$ cat src/rtl/simple_splitter_pkg.sv
// Shared types and defaults for simple_splitter: FSM state encoding and the
// default narrow/wide word widths.
package simple_splitter_pkg;

    localparam int DEF_WIDTH_DOUT = 8;
    localparam int DEF_WIDTH_DIN  = 2 * DEF_WIDTH_DOUT;

    typedef enum logic [1:0] {
        EMPTY  = 2'd0,
        FIRST  = 2'd1,
        SECOND = 2'd2
    } state_t;

endpackage

$ cat src/rtl/simple_splitter.sv
// Width-down converter: one 2*WIDTH_DOUT word in, two WIDTH_DOUT words out.
// Optional macro SIMPLE_SPLITTER_LSB_FIRST_EN emits the lower half first.
module simple_splitter
    import simple_splitter_pkg::*;
#(
    parameter int WIDTH_DOUT = DEF_WIDTH_DOUT
) (
    input  logic                    clk,
    input  logic                    rstn,
    input  logic                    din_vld,
    output logic                    din_rdy,
    input  logic [2*WIDTH_DOUT-1:0] din,
    input  logic                    din_last,
    input  logic                    din_half,
    output logic                    dout_vld,
    input  logic                    dout_rdy,
    output logic [WIDTH_DOUT-1:0]   dout,
    output logic                    dout_last
);

    localparam int WIDTH_DIN = 2 * WIDTH_DOUT;

    state_t                 state;
    state_t                 state_nxt;
    logic [WIDTH_DIN-1:0]   hold_data;
    logic                   hold_last;
    logic                   hold_half;
    logic                   run;
    logic [WIDTH_DOUT-1:0]  first_half;
    logic [WIDTH_DOUT-1:0]  second_half;
    logic                   out_xfer;
    logic                   word_end;
    logic                   in_xfer;

`ifdef SIMPLE_SPLITTER_LSB_FIRST_EN
    assign first_half  = hold_data[WIDTH_DOUT-1:0];
    assign second_half = hold_data[WIDTH_DIN-1:WIDTH_DOUT];
`else
    assign first_half  = hold_data[WIDTH_DIN-1:WIDTH_DOUT];
    assign second_half = hold_data[WIDTH_DOUT-1:0];
`endif

    assign dout_vld  = (state != EMPTY);
    assign out_xfer  = dout_vld && dout_rdy;
    assign word_end  = out_xfer && ((state == SECOND) || ((state == FIRST) && hold_half));
    // run keeps din_rdy low through reset without a combinational path from rstn.
    assign din_rdy   = run && ((state == EMPTY) || word_end);
    assign in_xfer   = din_vld && din_rdy;
    assign dout_last = hold_last && ((state == SECOND) || ((state == FIRST) && hold_half));

    always_comb begin
        // NOTE: every combinational output gets a default first so no path can infer a latch.
        dout      = '0;
        state_nxt = state;
        case (state)
            EMPTY: begin
                if (in_xfer) state_nxt = FIRST;
            end
            FIRST: begin
                dout = first_half;
                if (out_xfer) begin
                    if (hold_half) state_nxt = in_xfer ? FIRST : EMPTY;
                    else           state_nxt = SECOND;
                end
            end
            SECOND: begin
                dout = second_half;
                if (out_xfer) state_nxt = in_xfer ? FIRST : EMPTY;
            end
            default: state_nxt = EMPTY;
        endcase
    end

    always_ff @(posedge clk) begin
        // NOTE: sequential state uses non-blocking assignments only, so every flop samples pre-edge values.
        if (!rstn) begin
            state     <= EMPTY;
            run       <= 1'b0;
            // NOTE: the holding register is reset too, so dout reads 0 and nothing stale survives a mid-word reset.
            hold_data <= '0;
            hold_last <= 1'b0;
            hold_half <= 1'b0;
        end else begin
            state <= state_nxt;
            run   <= 1'b1;
            if (in_xfer) begin
                hold_data <= din;
                hold_last <= din_last;
                hold_half <= din_half && din_last;
            end
        end
    end

endmodule
$ cat config.mk
export PLATFORM = sky130hd
export DESIGN_NAME = simple_splitter
export DESIGN_NICKNAME = d
export VERILOG_FILES = /design/src/rtl/simple_splitter_pkg.sv /design/src/rtl/simple_splitter.sv
export SDC_FILE = /design/constraint.sdc
export NUM_CORES = 1
export LEC_CHECK = 0
export ABC_AREA = 1
export CAP_MARGIN = 20
export CORE_MARGIN = 5
export CORE_UTILIZATION = 40
export CTS_CLUSTER_DIAMETER = 200
export DETAILED_ROUTE_END_ITERATION = 10
export PLACE_DENSITY = 0.7
export SKIP_LAST_GASP = 1
export SYNTH_ARGS = -nofsm -noshare
export SYNTH_HDL_FRONTEND = slang
export SYNTH_SLANG_ARGS = --single-unit
$ cat constraint.sdc
create_clock -name clk -period 5 [get_ports clk]
set_input_delay 1.25 -clock clk [delete_from_list [all_inputs] [get_ports clk]]
set_output_delay 1.25 -clock clk [all_outputs]
set_load 0.01 [all_outputs]
Word level (Yosys, flattened, before mapping)
Cells that the tools add are included.

Output and inout port bits: 11. Input port bits: 22. Bits in registers: 21. Word-level logic and storage cells: 30.

Reductions and logical operators: 12. Mux-type cells: 8. Equal/unequal tests: 5.

Operators by type and width (count): 8-bit case mux with 2 select lines (1); 2-bit two-way mux (4); 1-bit logical AND (7); 2-bit != test, second input constant (3); 2-bit case mux with 3 select lines (1); 3-bit AND reduction (1); 2-bit by 1-bit == test with 1-bit output, second input constant (1); 2-bit == test, second input constant (1); 2-bit logical NOT (1); 1-bit logical OR (2); 1-bit two-way mux (2); 2-bit nonzero test (1).

Logic depth before layout (Yosys ltp)
Gate-level depths: netlist of run 1.

Word-level depth: 11. Gate-level depth with buffers: 12.

Worst setup path after synthesis of run 1
Ideal clock, no wire load.

Path kind: input to output. Start point: in dout_rdy. End point: out din_rdy. Cell stages on the path: 3. Required time: 3750 ps. Slack: 2011 ps. Arrival time: 1739 ps. Cells stage by stage: nand2_1 > o21ai_4 > and2_1.

Word-level cells in the longest chain between the ends: 4.

RTL lines: start, declared (RTL line simple_splitter.sv:16) `input logic dout_rdy,`; 1-bit logical AND (RTL line simple_splitter.sv:44) `assign out_xfer = dout_vld && dout_rdy;`; 1-bit logical AND (RTL line simple_splitter.sv:45) `assign word_end = out_xfer && ((state == SECOND) || ((state == FIRST) && hold_half));`; 1-bit logical OR (RTL line simple_splitter.sv:47) `assign din_rdy = run && ((state == EMPTY) || word_end);`; 1-bit logical AND (RTL line simple_splitter.sv:47); end, declared (RTL line simple_splitter.sv:11) `output logic din_rdy,`.

Every way passes these cells.

Final worst setup path of run 1
Ends and elaborated chain as after synthesis.

==> results.md, run 1 <==
- The max-slew violation count is 0.
- The detail route stage leaves a number of antenna-violating nets equal to 0.
- Setup slack on the critical path of the routed design comes to 0.985 ns.
- The classification of the worst setup path is input pin to output pin.
- The sum of met2 wire segment lengths after detailed routing is 1.17 mm.
- By area the synthesized netlist is led by sky130_fd_sc_hd__dfxtp_1 (38%), sky130_fd_sc_hd__nand2_1 (20%), sky130_fd_sc_hd__nor2_1 (11%).
- The max-capacitance violation count is 0.
- The port buffer count is 32.
- The number of warnings reported in the yosys synthesis log is 0.
- At the end of routability-driven placement, the weighted congestion stood at between 0.7 and 0.8.
- For this configuration, the core starts out at a cell density of 0.410.
- The number of antenna violations at the first check in global routing is 0.
- In this run the power density over the cells is roughly 340 nW/um2.
- The routed layout has between 1000 and 1500 vias.
- The share of the Yosys chip area taken by registers is 0.379.
- Once the clock tree was built, the setup fixing pass inserted 0 buffers.
- Dividing the final minimum period by the clock period gives 0.803.
- For this run, design rule violations remaining after detail routing come to 0.
- The detailed-routed wire length on met3 is 112 um.
- The most frequent standard cell in the layout excluding fill and tap cells is sky130_fd_sc_hd__nand2_1.
- The number of search-and-repair iterations in the first detailed-routing pass is 4.
- The combined area of all synthesized cells is roughly 1100 um2.
- At the later pin of the worst-skew pair, clock insertion delay measures slightly below 0.3 ns.
- The overflow left after global routing is 0.
- Synthesis produced a netlist whose cell count is 172.
- After filler insertion, the fill cell instance count of the layout stands at about 290.
- The static leakage is 0.651 nW.
- The peak ir drop on the vdd network is 0.000247 V.
- At the placement stage, the worst setup path has a slack of around 0.99 ns.
- The floorplan has 19 rows.
- The synthesized area per cell is 6.45 um2.
- The total power consumption of the routed design is about 500 uW.
- After clock tree synthesis, the flow added hold-fix buffers numbering 0.
- Setup repair after global routing left no endpoint under its margin.
- The area growth from synthesis to layout is 30.3%.
- The count of antenna diodes in the layout is 0.
- For this run, the post-layout net count is about 230.
- The die is 62.7 um wide.
- In the layout the commonest cells are sky130_fd_sc_hd__nand2_1 (59), sky130_fd_sc_hd__nor2_1 (34), sky130_fd_sc_hd__clkdlybuf4s50_1 (32).
- The region available for standard cell placement spans 2710 um2.
- The endpoint arrival time on the critical path is between 2 and 3 ns.
- The flow ran to the end, and the final reports show no timing, DRC or antenna violations.
- The routed length on met1 is 1.11 mm.
- The die covers 3930 um2.
- The post-cts gate resize count is 0.
- Measured against its own limit, the worst slew margin works out to 0.565.
- The number of failing hold endpoints at the final stage came to 0.
- The clock root buffer is sky130_fd_sc_hd__clkbuf_4.
- The highest clock rate is 0.249 GHz.
- Across every metal layer, demand over resource in global routing totals 0.130.
- For the finished layout, the period the worst path requires is between 4 and 5 ns.
- The detailed router used layers up to and including met4.
- The number of global-route vias before repair is approximately 1000.
- Of all cell types, the one taking the most synthesized area is sky130_fd_sc_hd__dfxtp_1.
- The average wire length per cell after detail routing is between 10 and 15 um.
- In this run the number of H-tree levels came out at 1.
- The final sum of negative setup slack is 0 ns.
- STA classifies the critical path endpoint as an output pin.
- The actual slew at the worst max-slew pin is 0.650 ns.
- The top cell type's share of synthesized area is 0.379.
- Entering global routing, the biggest net connects 35 pins.
- The CTS tree is yes.
- The net count after synthesis is 198.
- The wire-length estimate of the detail-placed layout is 1.75 mm.
- Clock-pin slew was measured on the worst setup and hold paths at 0.11 ns.
- In this run, synthesis produced a sequential element count of 21.
- In the final layout, the share of cells above drive strength 1 is 0.0448.
- For this block, the initial DRC count from the detailed router was 38.
- The worst setup path is launched from an input pin.
- CTS saw 21 sinks.
- Counting the buffers created by CTS gives 3.
- The finished cells cover 1450 um2.
- The final count of negative-setup-slack endpoints is 0.
- At the end of the flow the core is filled with cells to 0.534.
- 33 I/O pins were placed.
- The ratio of routed vias to standard cells is between 4 and 5.
- The post-synthesis cell type count is 20.
- The clock arrives with 0.00464 ns of skew.
- At the worst endpoint, the required time is 3.75 ns.
- The vertical extent of the die is between 60 and 70 um.
- The first-pass GRT wire length is between 4 and 5 mm.
- The highest fanout seen on the critical path is 4.
- The overall routed net length is 2.42 mm.
- The clock passes through at most 2 buffers.
- The standard cell area after detailed placement is 1420 um2.
- The path class of the tightest hold or removal check is flop to flop.
-- cells by family after synthesis --
family,share of synthesized area
AND/OR/NAND/NOR,0.364
buffers and inverters,0.129
adder cells (fa/ha/maj),0.0451
AO/OA/AOI/OAI,0.0834
flip-flops,0.379
-- metrics by stage --
step                      std cells  hold WS (ns)
after floorplan                 172         0.439
after global placement          228         0.454
after detailed placement        228         0.463
after CTS                       232         0.480
after global routing            232         0.507
final                           232         0.475
-- worst max-delay path, stage by stage --
cell,delay [ns]
sky130_fd_sc_hd__clkdlybuf4s50_1,0.48
sky130_fd_sc_hd__nand2_1,0.13
sky130_fd_sc_hd__o21ai_4,0.23
sky130_fd_sc_hd__and2_1,0.15
sky130_fd_sc_hd__clkdlybuf4s50_1,0.53
-- synth_stat cells --
library cell	count
sky130_fd_sc_hd__nand2_1	59
sky130_fd_sc_hd__nor2_1	34
sky130_fd_sc_hd__inv_1	22
sky130_fd_sc_hd__dfxtp_1	21
sky130_fd_sc_hd__a21oi_1	12
sky130_fd_sc_hd__ha_1	4
sky130_fd_sc_hd__buf_2	3
sky130_fd_sc_hd__inv_2	3
sky130_fd_sc_hd__buf_6	2
sky130_fd_sc_hd__nand4_1	2
sky130_fd_sc_hd__a21o_1	1
sky130_fd_sc_hd__and2_1	1
sky130_fd_sc_hd__buf_4	1
sky130_fd_sc_hd__clkbuf_1	1
sky130_fd_sc_hd__nand2_2	1
sky130_fd_sc_hd__nand3_1	1
sky130_fd_sc_hd__nand3_4	1
sky130_fd_sc_hd__nand3b_1	1
sky130_fd_sc_hd__o2111ai_1	1
sky130_fd_sc_hd__o21ai_4	1
-- flip-flops by register name, indices dropped and copies added, names as in the netlist --
| signal | cells |
|---|---|
| state | 2 |
| hold_half | 1 |
| hold_last | 1 |
| run | 1 |
| hold_data | 16 |
-- final cells by class --
cell class | count | area [um2] | share of cell area
inverter | 25 | 93.8 | 0.0649
timing repair buffer | 32 | 320 | 0.221
tap | 31 | 38.8 | 0.0268
multi-input combinational | 119 | 547 | 0.378
sequential | 21 | 420 | 0.291
clock buffer | 4 | 26.3 | 0.0182
-- power breakdown --
group | total [mW] | leakage [nW] | switching [mW] | internal [mW]
Clock | 0.0790 | 0.0150 | 0.0480 | 0.0310
Combinational | 0.207 | 0.463 | 0.125 | 0.0819
Sequential | 0.211 | 0.173 | 0.0164 | 0.194
-- layer usage --
metal / up-vias / GRT usage
met3: 4 / 0.0252
met2: 28 / 0.232
met1: 471 / 0.153
met5: - / 0
met4: 0 / 0.0451
li1: 569 / -
-- worst paths after layout --
path,slack (ns),from,to,depth (start not counted)
min,0.47,hold_last,hold_last,2
max reg2reg,2.99,state[1],hold_data[13],10
max,0.99,dout_rdy,din_rdy,5
min reg2reg,0.47,hold_last,hold_last,2
No activity file was read; power rests on OpenSTA's default activity.
==> run 2, diff against run 1 <==
==> constraint.sdc (replaced) <==
create_clock -name clk -period 4.07 [get_ports clk]
set_input_delay 1.0175 -clock clk [delete_from_list [all_inputs] [get_ports clk]]
set_output_delay 1.0175 -clock clk [all_outputs]
set_load 0.01 [all_outputs]
==> results.md, run 2 (synthesis results as in run 1) <==
- The flow ran to the end, and the final reports show no timing, DRC or antenna violations.
- The most frequent standard cell in the layout excluding fill and tap cells is sky130_fd_sc_hd__nand2_1.
- The DRC violation count after routing is 0 (unchanged).
- The number of failing hold endpoints at the final stage is 0 (unchanged).
- The die width came to 62.7 um (unchanged).
- The worst setup path is launched from an input pin.
- The final sum of negative setup slack was 0 ns (unchanged).
- The standard cell area after detailed placement is 1420 um2 (unchanged).
- In the layout the commonest cells are sky130_fd_sc_hd__nand2_1 (59), sky130_fd_sc_hd__nor2_1 (34), sky130_fd_sc_hd__clkdlybuf4s50_1 (32).
- The clock-pin slew of the registers on the worst-case setup and hold paths is 0.10 ns (about the same).
- The area of the die is 3930 um2 (unchanged).
- In the final layout, the registers with the most flip-flops are hold_data: 16 flops, state: 2 flops.
- The share of final-layout standard cells stronger than drive strength 1 is 0.0448 (unchanged).
- The insertion delay to the later sink of the worst-skew pair is 0.30 ns (about the same).
- The core footprint is 2710 um2 (unchanged).
- The actual slew at the worst max-slew pin is 0.666 ns (+0.0159 ns).
- The number of nets at the end of the flow was 228 (unchanged).
- The global placer's final weighted congestion is 0.773 (+2.8%).
- The number of global-route vias before repair came to 1106 (+5.5%).
- The path class of the tightest hold or removal check is flop to flop.
- The total global routing track utilization is 0.135 (+0.00493).
- The data required time at the worst endpoint is 3.05 ns (-0.70 ns).
- The setup slack of the most critical reg-to-reg path is 2.09 ns (-0.90 ns).
- The maximum clock path buffer count is 2 (unchanged).
- The highest fanout seen on the critical path was 4 (unchanged).
- The final count of negative-setup-slack endpoints was 0 (unchanged).
- The maximum number of pins on one net before global-route repair is 35 (unchanged).
- The first-iteration detailed-routing DRC count is 40 (+5.3%).
- The average wire length per cell after detail routing is 10.4 um (+0.29%).
- The total power density per cell area is 421 nW/um2 (+23%).
- The detailed placer's ending HPWL is 1.79 mm (+2.2%).
- The overflow left after global routing is 0 (unchanged).
- The vertical extent of the die was 62.7 um (unchanged).
- The count of buffers added by post-CTS timing repair for setup is 0 (unchanged).
- The number of levels the H-tree was split into was 1 (unchanged).
- The tree is rooted in a sky130_fd_sc_hd__clkbuf_4.
- The summed area of non-filler cells in the final layout came to 1450 um2 (unchanged).
- The number of ports placed on the die boundary is 33 (unchanged).
- The ratio of routed vias to standard cells is 4.54 (-1.8%).
- The tightest slew margin relative to the limit is 0.555 (-0.0106).
- The peak ir drop on the vdd network is 0.000300 V (+22%).
- The classification of the worst setup path is input pin to output pin.
- The register bank with the most flops is hold_data.
- The port buffer count came to 32 (unchanged).
- The number of routed nets with antenna violations was 0 (unchanged).
- The max-capacitance violation count was 0 (unchanged).
- The instance count after placement with tap cells included is 228 (unchanged).
- The vias after detailed routing is 1053 (-1.8%).
- The filler-free cell count of the finished design is 232 (unchanged).
- The number of antenna violations at the first check in global routing is 0 (unchanged).
- The initial core utilization is 0.410 (unchanged).
- The static leakage was 0.651 nW (unchanged).
- The count of antenna diodes in the layout is 0 (unchanged).
- The endpoint arrival time on the critical path is 2.52 ns (-0.24 ns).
- Setup repair after global routing left no endpoint under its margin.
- The flip-flop count of the largest register after layout is 16 (unchanged).
- The final clock skew is 0.00423 ns (-0.000414 ns).
- The post-cts gate resize count was 0 (unchanged).
- The area growth from synthesis to layout was 30.3% (unchanged).
- The hold-fix buffer count after cts came to 0 (unchanged).
- The number of search-and-repair iterations in the first detailed-routing pass is 4 (unchanged).
- The total number of placement rows is 19 (unchanged).
- The first-pass GRT wire length is 4.45 mm (+3.4%).
- TritonCTS built the clock tree.
- The clock sink total is 21 (unchanged).
- In the finished design, the share of the clock period the worst path needs comes to 0.869.
- The number of fill cells in the layout was 280 (-2.4%).
- The overall routed net length was 2.42 mm (+0.29%).
- The number of clock buffers inserted by TritonCTS is 3 (unchanged).
- The post-layout minimum cycle time is roughly 3.5 ns.
- The element type at the critical path end is an output pin.
- The highest clock rate is 0.283 GHz.
- The max-slew violation count is 0 (unchanged).
[run 2: cell counts in the layout (fill, tap and decap cells not counted)]
Identical to the previous run, type by type.
[run 2: power breakdown]
group | switching, mW | internal, mW
Clock | 0.0587 | 0.0382
Combinational | 0.152 | 0.101
Sequential | 0.0202 | 0.239
[run 2: worst max-delay path: stages]
cell and delay (ns):
sky130_fd_sc_hd__clkdlybuf4s50_1 0.48, sky130_fd_sc_hd__nand2_1 0.12, sky130_fd_sc_hd__o21ai_4 0.22, sky130_fd_sc_hd__and2_1 0.15
sky130_fd_sc_hd__clkdlybuf4s50_1 0.53
[run 2: worst paths after layout]
check | from | to | cells after the start
max | dout_rdy | din_rdy | 5
min | hold_last | hold_last | 2
max reg2reg | state[1] | hold_data[0] | 9
min reg2reg | hold_last | hold_last | 2
[run 2: metal layers]
layer  vias up  part of all wire  wire length (um)  global-route usage
li1        570                 -                 -                   -
met1       453              0.46              1110               0.149
met2        25              0.48              1150               0.245
met3         5             0.050               121              0.0324
met4         0             0.013                32              0.0531
met5         -                 0                 0                   0
[run 2: through the flow]
stage	utilization	total power [mW]	worst slack [ns]	hold WS [ns]
6_report	0.534	0.609	0.533	0.481
3_3_place_gp	0.524	0.510	0.558	0.454
4_1_cts	0.534	0.618	0.523	0.482
5_1_grt	0.534	0.669	0.468	0.516
2_1_floorplan	-	0.443	1.55	0.439
3_5_place_dp	0.524	0.520	0.527	0.466
[run 2: layout make-up]
type / instances / area (um2) / share of cell area
clock buffer: 4 / 26.3 / 0.0182
inverter: 25 / 93.8 / 0.0649
multi-input combinational: 119 / 547 / 0.378
sequential: 21 / 420 / 0.291
tap: 31 / 38.8 / 0.0268
timing repair buffer: 32 / 320 / 0.221
==> run 3, diff against run 2 <==
--- a/config.mk
+++ b/config.mk
@@ -7,10 +7,12 @@
 export LEC_CHECK = 0
 export ABC_AREA = 1
 export CAP_MARGIN = 20
+export CORE_ASPECT_RATIO = 1.4
 export CORE_MARGIN = 5
 export CORE_UTILIZATION = 40
 export CTS_CLUSTER_DIAMETER = 200
 export DETAILED_ROUTE_END_ITERATION = 10
+export GPL_ROUTABILITY_DRIVEN = 0
 export PLACE_DENSITY = 0.7
 export SKIP_LAST_GASP = 1
 export SYNTH_ARGS = -nofsm -noshare
==> results.md, run 3 (synthesis results as in run 1) <==
- The min-delay analysis places its worst path in the category flop to flop.
- The area of the die is 3940 um2 (+0.37%).
- The vertical extent of the die was 72.3 um (+15%).
- Counting flops per register, the top entry is hold_data.
- The clock root buffer is sky130_fd_sc_hd__clkbuf_4.
- The total power density per cell area is 422 nW/um2 (+0.28%).
- The share of final-layout standard cells stronger than drive strength 1 is 0.0448 (unchanged).
- The highest clock rate is 0.283 GHz (about the same).
- The data required time at the worst endpoint is 3.05 ns (about the same).
- The number of antenna violations at the first check in global routing is 0 (unchanged).
- The overflow left after global routing came to 0 (unchanged).
- The count of antenna diodes in the layout is 0 (unchanged).
- The highest fanout seen on the critical path is 4 (unchanged).
- The clock sink total is 21 (unchanged).
- The DRC violation count after routing is 0 (unchanged).
- The largest incremental delay on the critical path is 0.53 ns (about the same).
- The final worst-path cycle share is 0.869 (about the same).
- The clock-pin slew of the registers on the worst-case setup and hold paths was 0.12 ns (+0.02 ns).
- The peak ir drop on the vdd network is 0.000244 V (-19%).
- The vias after detailed routing was 1052 (-0.095%).
- The setup path with the least slack is of type input pin to output pin.
- The number of clock buffers inserted by TritonCTS was 3 (unchanged).
- Walking the worst path, the cells encountered are clkdlybuf4s50_1 -> nand2_1 -> o21ai_4 -> and2_1 -> clkdlybuf4s50_1.
- The total global routing track utilization is 0.134 (-0.00105).
- The detailed placer's ending HPWL is 1.74 mm (-2.8%).
- The overall routed net length came to 2.40 mm (-1.0%).
- The number of ports placed on the die boundary is 33 (unchanged).
- In the final layout, the registers with the most flip-flops are hold_data: 16 flops, state: 2 flops.
- The filler-free cell count of the finished design is 237 (+2.2%).
- The critical path buffer and inverter count is 2 (unchanged).
- STA classifies the critical path startpoint as an input pin.
- The insertion delay to the later sink of the worst-skew pair came to 0.30 ns (about the same).
- The first-pass GRT wire length is 3.98 mm (-11%).
- The setup slack of the most critical reg-to-reg path is 2.09 ns (about the same).
- The flow ran to the end, and the final reports show no timing, DRC or antenna violations.
- The total power consumption of the routed design came to 613 uW (+0.71%).
- The actual slew at the worst max-slew pin was 0.683 ns (+0.0172 ns).
- The number of routed nets with antenna violations came to 0 (unchanged).
- Setup repair after global routing left no endpoint under its margin.
- The port buffer count is 32 (unchanged).
- The total number of placement rows is 22 (+3).
- Among all stages on the critical path, the largest delay is contributed by sky130_fd_sc_hd__clkdlybuf4s50_1.
- The average wire length per cell after detail routing is 10.1 um (-3.1%).
- The number of search-and-repair iterations in the first detailed-routing pass is 4 (unchanged).
- The die width is 54.5 um (-13%).
- The max-slew violation count was 0 (unchanged).
- The tightest slew margin relative to the limit is 0.543 (-0.0115).
- The number of fill cells in the layout came to 275 (-1.8%).
- The instance count after placement with tap cells included is 233 (+2.2%).
- The standard cell area after detailed placement is 1430 um2 (+0.44%).
- The ratio of routed vias to standard cells came to 4.44 (-2.2%).
- The number of failing hold endpoints at the final stage is 0 (unchanged).
- The initial core utilization is 0.420 (+0.0105).
- The cell class contributing the biggest share of worst-path delay is buffers and inverters.
- The number of levels the H-tree was split into is 1 (unchanged).
- The core footprint is 2640 um2 (-2.5%).
- TritonCTS built the clock tree.
- The summed area of non-filler cells in the final layout was 1450 um2 (+0.43%).
- The count of buffers added by post-CTS timing repair for setup was 0 (unchanged).
- The final count of negative-setup-slack endpoints was 0 (unchanged).
- The first-iteration detailed-routing DRC count was 48 (+20%).
- Leaving out fill and tap cells, the most frequent cell in the layout is sky130_fd_sc_hd__nand2_1.
- The max-capacitance violation count is 0 (unchanged).
- The post-cts gate resize count came to 0 (unchanged).
- The endpoint arrival time on the critical path was 2.52 ns (about the same).
- The hold-fix buffer count after cts came to 0 (unchanged).
- The worst setup path is captured at an output pin.
- The flip-flop count of the largest register after layout came to 16 (unchanged).
- The maximum number of pins on one net before global-route repair is 35 (unchanged).
- The final clock skew is 0.00492 ns (+0.000690 ns).
- The maximum clock path buffer count is 2 (unchanged).
- The post-layout minimum cycle time is 3.54 ns (-0.000851 ns).
- The final sum of negative setup slack is 0 ns (unchanged).
- From synthesis to final layout, the design area changed by 30.9%.
- The static leakage was 0.651 nW (unchanged).
- The number of nets at the end of the flow was 228 (unchanged).
- The number of global-route vias before repair is 1011 (-8.6%).
- The most numerous cell type found on the critical path is sky130_fd_sc_hd__clkdlybuf4s50_1.
- In the layout the commonest cells are sky130_fd_sc_hd__nand2_1 (59), sky130_fd_sc_hd__nor2_1 (34), sky130_fd_sc_hd__clkdlybuf4s50_1 (32).
-- run 3: cell counts in the layout (fill, tap and decap cells not counted) --
No cell type changed its count.
-- run 3: worst min-delay path: cells and delay by family (launching register included) --
| family | cells | cell delay [ns] |
|---|---|---|
| flops | 1 | 0.33 |
| simple gates | 1 | 0.06 |
| compound gates | 1 | 0.05 |
-- run 3: cell type report --
| class | count | area (um2) | area share |
|---|---|---|---|
| Clock buffer | 4 | 26.3 | 0.0181 |
| Multi-Input combinational cell | 119 | 547 | 0.376 |
| Sequential cell | 21 | 420 | 0.289 |
| Tap cell | 36 | 45.0 | 0.0310 |
| Inverter | 25 | 93.8 | 0.0646 |
| Timing Repair Buffer | 32 | 320 | 0.220 |
-- run 3: power by group --
part           internal, mW  switching [mW]
registers             0.239          0.0205
logic                 0.101           0.153
clock network        0.0382          0.0622
total                 0.378           0.235
-- run 3: stage by stage --
stage          utilization  hold WS, ns  worst slack, ns
2_1_floorplan            -        0.439             1.55
3_3_place_gp         0.540        0.453            0.556
3_5_place_dp         0.540        0.463            0.527
4_1_cts              0.550        0.480            0.526
5_1_grt              0.550        0.514            0.463
6_report             0.550        0.479            0.534
-- run 3: final timing paths --
check            start           end  depth (start not counted)
max           dout_rdy       din_rdy                          5
min          hold_last     hold_last                          2
max reg2reg   state[1]  hold_data[2]                         10
min reg2reg  hold_last     hold_last                          2
-- run 3: metal layers --
metal / routed length [um] / up-vias / GRT usage
li1: - / 568 / -
met3: 151 / 4 / 0.0349
met1: 1050 / 453 / 0.150
met4: 44 / 0 / 0.0748
met2: 1150 / 27 / 0.221
met5: 0 / - / 0
